### src/rtl/mem_port_arbiter_if.sv
// rtl/mem_port_arbiter_if.sv - fetch/data request ports and memory port of the unified-memory arbiter
interface mem_port_arbiter_if #(
    parameter int ADDR_W = 32,
    parameter int DATA_W = 32
);
    logic              if_req;
    logic [ADDR_W-1:0] if_addr;
    logic              if_ready;
    logic [DATA_W-1:0] if_rdata;

    logic              d_req;
    logic              d_we;
    logic [ADDR_W-1:0] d_addr;
    logic [DATA_W-1:0] d_wdata;
    logic              d_ready;
    logic [DATA_W-1:0] d_rdata;

    logic              mem_en;
    logic              mem_we;
    logic [ADDR_W-1:0] mem_addr;
    logic [DATA_W-1:0] mem_wdata;
    logic [DATA_W-1:0] mem_rdata;

    logic              busy;
    logic              gnt_data;

    // Arbiter side
    modport slave (
        input  if_req, if_addr, d_req, d_we, d_addr, d_wdata, mem_rdata,
        output if_ready, if_rdata, d_ready, d_rdata,
               mem_en, mem_we, mem_addr, mem_wdata, busy, gnt_data
    );

    // Requesters plus memory side
    modport master (
        output if_req, if_addr, d_req, d_we, d_addr, d_wdata, mem_rdata,
        input  if_ready, if_rdata, d_ready, d_rdata,
               mem_en, mem_we, mem_addr, mem_wdata, busy, gnt_data
    );
endinterface

### src/rtl/mem_port_arbiter.sv
// rtl/mem_port_arbiter.sv - shares one fixed-latency memory between instruction fetch and load/store
module mem_port_arbiter #(
    parameter int ADDR_W       = 32,
    parameter int DATA_W       = 32,
    parameter int MEM_LAT      = 1,
    parameter int MAX_DATA_RUN = 4
) (
    input  logic              clk,
    input  logic              reset,
    mem_port_arbiter_if.slave bus
);
    localparam int CNT_W = (MEM_LAT > 1) ? $clog2(MEM_LAT) : 1;
    localparam int RUN_W = $clog2(MAX_DATA_RUN + 1);
    localparam logic [RUN_W-1:0] RUN_MAX = RUN_W'(MAX_DATA_RUN);
    localparam logic [CNT_W-1:0] CNT_INIT = CNT_W'(MEM_LAT - 1);

    typedef enum logic [1:0] {IDLE, ISSUE, WAIT, RESP} state_t;

    state_t            state;
    logic [CNT_W-1:0]  wait_cnt;
    logic [RUN_W-1:0]  data_run;
    logic              we_q;

    logic              want_data;
    logic [ADDR_W-1:0] grant_addr;
    logic [DATA_W-1:0] grant_wdata;

    // Grant selection: data wins a tie until it has run MAX_DATA_RUN times in a row past a waiting fetch
    always_comb begin
        want_data   = bus.d_req && (!bus.if_req || (data_run != RUN_MAX));
        grant_addr  = want_data ? bus.d_addr : bus.if_addr;
        grant_wdata = want_data ? bus.d_wdata : bus.mem_wdata;
    end

    // Access sequencer; every output is a register so reset clears them all at once
    always_ff @(posedge clk or posedge reset) begin
        if (reset) begin
            state         <= IDLE;
            wait_cnt      <= '0;
            data_run      <= '0;
            we_q          <= 1'b0;
            bus.if_ready  <= 1'b0;
            bus.d_ready   <= 1'b0;
            bus.if_rdata  <= '0;
            bus.d_rdata   <= '0;
            bus.mem_en    <= 1'b0;
            bus.mem_we    <= 1'b0;
            bus.mem_addr  <= '0;
            bus.mem_wdata <= '0;
            bus.busy      <= 1'b0;
            bus.gnt_data  <= 1'b0;
        end else begin
            bus.if_ready <= 1'b0;
            bus.d_ready  <= 1'b0;
            bus.mem_en   <= 1'b0;
            bus.mem_we   <= 1'b0;
            case (state)
                IDLE: begin
                    if (bus.if_req || bus.d_req) begin
                        state         <= ISSUE;
                        bus.busy      <= 1'b1;
                        bus.gnt_data  <= want_data;
                        bus.mem_addr  <= grant_addr;
                        bus.mem_wdata <= grant_wdata;
                        we_q          <= want_data && bus.d_we;
                        bus.mem_en    <= 1'b1;
                        bus.mem_we    <= want_data && bus.d_we;
                        if (want_data && bus.if_req)
                            data_run <= (data_run == RUN_MAX) ? data_run : data_run + RUN_W'(1);
                        else
                            data_run <= '0;
                    end
                end
                ISSUE: begin
                    wait_cnt <= CNT_INIT;
                    state    <= WAIT;
                end
                WAIT: begin
                    if (wait_cnt == '0) begin
                        if (!bus.gnt_data)
                            bus.if_rdata <= bus.mem_rdata;
                        else if (!we_q)
                            bus.d_rdata <= bus.mem_rdata;
                        bus.if_ready <= !bus.gnt_data;
                        bus.d_ready  <= bus.gnt_data;
                        state        <= RESP;
                    end else begin
                        wait_cnt <= wait_cnt - CNT_W'(1);
                    end
                end
                RESP: begin
                    bus.busy <= 1'b0;
                    state    <= IDLE;
                end
                default: state <= IDLE;
            endcase
        end
    end
endmodule
### src/flat_wrapper.sv
// flat-port wrapper written by rule: the top's interface ports become plain ports
module mem_port_arbiter_flat 
#(
    parameter int ADDR_W       = 32,
    parameter int DATA_W       = 32,
    parameter int MEM_LAT      = 1,
    parameter int MAX_DATA_RUN = 4
)
  (clk, reset, bus_if_req, bus_if_addr, bus_d_req, bus_d_we, bus_d_addr, bus_d_wdata, bus_mem_rdata, bus_if_ready, bus_if_rdata, bus_d_ready, bus_d_rdata, bus_mem_en, bus_mem_we, bus_mem_addr, bus_mem_wdata, bus_busy, bus_gnt_data);
  mem_port_arbiter_if #(.ADDR_W(ADDR_W), .DATA_W(DATA_W)) bus_i ();
  input  logic clk;
  input  logic reset;
  input wire logic [$bits(bus_i.if_req)-1:0] bus_if_req;
  input wire logic [$bits(bus_i.if_addr)-1:0] bus_if_addr;
  input wire logic [$bits(bus_i.d_req)-1:0] bus_d_req;
  input wire logic [$bits(bus_i.d_we)-1:0] bus_d_we;
  input wire logic [$bits(bus_i.d_addr)-1:0] bus_d_addr;
  input wire logic [$bits(bus_i.d_wdata)-1:0] bus_d_wdata;
  input wire logic [$bits(bus_i.mem_rdata)-1:0] bus_mem_rdata;
  output wire logic [$bits(bus_i.if_ready)-1:0] bus_if_ready;
  output wire logic [$bits(bus_i.if_rdata)-1:0] bus_if_rdata;
  output wire logic [$bits(bus_i.d_ready)-1:0] bus_d_ready;
  output wire logic [$bits(bus_i.d_rdata)-1:0] bus_d_rdata;
  output wire logic [$bits(bus_i.mem_en)-1:0] bus_mem_en;
  output wire logic [$bits(bus_i.mem_we)-1:0] bus_mem_we;
  output wire logic [$bits(bus_i.mem_addr)-1:0] bus_mem_addr;
  output wire logic [$bits(bus_i.mem_wdata)-1:0] bus_mem_wdata;
  output wire logic [$bits(bus_i.busy)-1:0] bus_busy;
  output wire logic [$bits(bus_i.gnt_data)-1:0] bus_gnt_data;
  assign bus_i.if_req = bus_if_req;
  assign bus_i.if_addr = bus_if_addr;
  assign bus_i.d_req = bus_d_req;
  assign bus_i.d_we = bus_d_we;
  assign bus_i.d_addr = bus_d_addr;
  assign bus_i.d_wdata = bus_d_wdata;
  assign bus_i.mem_rdata = bus_mem_rdata;
  assign bus_if_ready = bus_i.if_ready;
  assign bus_if_rdata = bus_i.if_rdata;
  assign bus_d_ready = bus_i.d_ready;
  assign bus_d_rdata = bus_i.d_rdata;
  assign bus_mem_en = bus_i.mem_en;
  assign bus_mem_we = bus_i.mem_we;
  assign bus_mem_addr = bus_i.mem_addr;
  assign bus_mem_wdata = bus_i.mem_wdata;
  assign bus_busy = bus_i.busy;
  assign bus_gnt_data = bus_i.gnt_data;
  mem_port_arbiter #(.ADDR_W(ADDR_W), .DATA_W(DATA_W), .MEM_LAT(MEM_LAT), .MAX_DATA_RUN(MAX_DATA_RUN)) u_core (.clk(clk), .reset(reset), .bus(bus_i));
endmodule
### config.mk
export PLATFORM = sky130hd
export DESIGN_NAME = mem_port_arbiter_flat
export DESIGN_NICKNAME = d
export VERILOG_FILES = /design/src/rtl/mem_port_arbiter_if.sv /design/src/rtl/mem_port_arbiter.sv /design/src/flat_wrapper.sv
export SDC_FILE = /design/constraint.sdc
export NUM_CORES = 1
export LEC_CHECK = 0
export BUFFER_PORTS_ARGS = -buffer_cell sky130_fd_sc_hd__clkbuf_2
export CAP_MARGIN = 30
export CORE_MARGIN = 2
export CORE_UTILIZATION = 35
export DETAILED_ROUTE_END_ITERATION = 12
export GPL_ROUTABILITY_DRIVEN = 0
export GPL_TIMING_DRIVEN = 0
export PLACE_DENSITY = 0.67
export SLEW_MARGIN = 20
export SYNTH_ARGS = -nofsm -noshare
export SYNTH_HDL_FRONTEND = slang
export SYNTH_SLANG_ARGS = --single-unit
### constraint.sdc
create_clock -name clk -period 7.45 [get_ports clk]
set_clock_uncertainty 0.15 [all_clocks]
set_input_delay 2.235 -clock clk [delete_from_list [all_inputs] [get_ports clk]]
set_output_delay 2.235 -clock clk [all_outputs]
set_load 0.01 [all_outputs]
==> results.tsv <==
metric	value	unit
status	finished, final reports clean	
critPathLaunchType	flop	
critPathSlowestCell	dfrtp_1	
rows	47	
die_area	17900	sq um
firstDrtPassIters	4	
seq_power_share	36.0	%
worst_slew_pin_slew	0.567	ns
rsz0062_at_grt	no	
cts_resized	0	
core	16500	sq um
cp_cell_sequence	clkbuf_2	
critical_path_buf_inv_count	1	
relSlewSlack	62.2	%
synth_cell_types	30	
pwr-share-comb	39.1	%
routedWlPerCell	15.5	microns
power_frac_clock	25.0	%
cts_tree	yes	
netlist_area	5890	sq um
crit_path_end_kind	output port	
whs	0.336	ns
yosysTopAreaCell	dfrtp_1	
finish.utilization	49.5	%
numCtsBuffers	17	
ir_worst_vdd	0.164	mV
slowest_delay	0.44	ns
hold_path_class	reg -> reg	
synth.avg_cell_area	13.5	sq um
fin_ws	4.03	ns
post_dp_cell_area	7530	sq um
io_buffers	266	
p_leak	4.07	nW
seq_area_frac_synth	59.4	%
routed_wl	14700	microns
drc_errors	0	
antenna_found_initial	0	
n_fill_cell	1510	
grt_pass1_wl	23600	microns
syn_inst	435	
fin_total_pwr	3.74	mW
ant_nets	0	
holdBufCountCts	0	
synth_edf_count	0	
synth_seq_cells	140	
grt_pass1_vias	4577	
grt-ovfl-total	0	
cts_setup_buffers	0	
ctsRootBufferMaster	clkbuf_16	
async_flop_share	100	%
dp.cells	922	
clockBufferDepth	2	
drtIter0Drc	105	
period_share	45.8	%
synth_fp_nets	574	
fp.dieW	134	microns
drive_above_1_share	61.4	%
cp.arrival	1.03	ns
worstSkewPairLatency	0.41	ns
setup_tns	0	ns
htreeDepth	4	
path_clk_slew	0.06	ns
final_nets	860	
start_util	35.7	%
hpwl	10700	microns
insertedDiodeCount	0	
swShare	34.0	%
period_needed	3.42	ns
max_freq	293	MHz
dp_slack	3.70	ns
synth_top_flop_cell	dfrtp_1	
grt_max_degree	81	
synth_area_leaders	dfrtp_1 (59%), mux2_2 (18%), o211ai_2 (6.4%)	
area_growth	38.9	%
design_area	8190	sq um
die_y	134	microns
path_delay_family	flip-flops	
p_int	2.47	mW
critPathKind	reg -> out	
drv_cap	0	
dr_total_vias	4514	
slew_viol_final	0	
cts_sinks	140	
setup_viol	0	
ys_warn_count	0	
synth_top_cell_area_share	59.4	%
layout.cells.non_filler	953	
worstPathRequired	5.07	ns
cp_max_fo	4	
vias_per_cell	4.74	
hold_viol_final	0	
pwr_density_cell	457	nW/um^2
grt_usage	16.8	%
io_pins	267	
p_switching	1.27	mW
[placed cells by master (no fill, tap or decap), types with 5 or more instances in the layout]
cell type | Yosys | layout
clkbuf_2 | 1 | 267
dfrtp_1 | 140 | 140
mux2_2 | 96 | 96
nand2_1 | 69 | 69
nand4_1 | 33 | 33
o211ai_2 | 30 | 30
clkbuf_16 | 0 | 17
clkbuf_1 | 10 | 11
buf_2 | 10 | 10
buf_6 | 7 | 7
ha_1 | 6 | 6
inv_1 | 6 | 5
clkbuf_8 | 0 | 5
[routing by layer]
metal / GRT usage (%) / share of wire (%)
met2: 26.7 / 47
met4: 6.15 / 1.6
met3: 5.18 / 7.1
met5: 0 / 0
met1: 21.6 / 44
[final cells by class]
class,count,area [sq um],area share [%]
buffer,32,198,2.41
clock buffer,23,498,6.08
clock inverter,8,154,1.88
inverter,7,33.8,0.413
multi-input combinational,256,2170,26.5
sequential,140,3500,42.8
tap,220,275,3.36
timing repair buffer,267,1360,16.6
[state kept, by name (all words and copies together), names as in the netlist]
register	flops
u_core.bus.busy	1
u_core.bus.d_rdata	32
u_core.bus.d_ready	1
u_core.bus.gnt_data	1
u_core.bus.if_rdata	32
u_core.bus.if_ready	1
u_core.bus.mem_addr	32
u_core.bus.mem_en	1
u_core.bus.mem_wdata	32
u_core.bus.mem_we	1
u_core.data_run	3
u_core.state	2
u_core.we_q	1
[cell families after synthesis]
group | after synthesis | share of synthesized area [%]
AO/OA/AOI/OAI | 40 | 7.58
adder cells (fa/ha/maj) | 6 | 1.27
buffers and inverters | 39 | 3.80
flip-flops | 140 | 59.4
multiplexers | 97 | 18.5
AND/OR/NAND/NOR | 113 | 9.36
[power groups by stage]
stage / sequential, mW / combinational [mW] / clock, mW
floorplan: 1.52 / 0.724 / 0
global placement: 1.34 / 1.46 / 0
detailed placement: 1.35 / 1.49 / 0
CTS: 1.35 / 1.49 / 0.959
global route: 1.39 / 1.60 / 0.993
finish: 1.35 / 1.46 / 0.934
[cell usage after synthesis (2+ instances only)]
cell,number
dfrtp_1,140
o211ai_1,2
nand2b_1,2
nand4_1,33
buf_6,7
o22ai_1,2
clkbuf_1,10
and2_1,2
mux2_2,96
buf_2,10
a32o_1,2
inv_1,6
o211ai_2,30
ha_1,6
buf_4,3
a21oi_1,2
nand2_1,69
[worst paths after layout]
path                                          from                 endpoint  slack (ns)  depth (start not counted)
min in group asynchronous                    reset   u_core.bus.if_rdata[7]        1.76                          2
max in group asynchronous                    reset          u_core.bus.busy        4.68                          3
hold reg to reg            u_core.bus.mem_addr[22]  u_core.bus.mem_addr[22]        0.34                          2
hold / removal             u_core.bus.mem_addr[22]  u_core.bus.mem_addr[22]        0.34                          2
setup / recovery               u_core.bus.gnt_data             bus_gnt_data        4.03                          1
setup reg to reg                   u_core.state[0]  u_core.bus.if_rdata[17]        5.45                          6
No activity file was read; power rests on OpenSTA's default activity.
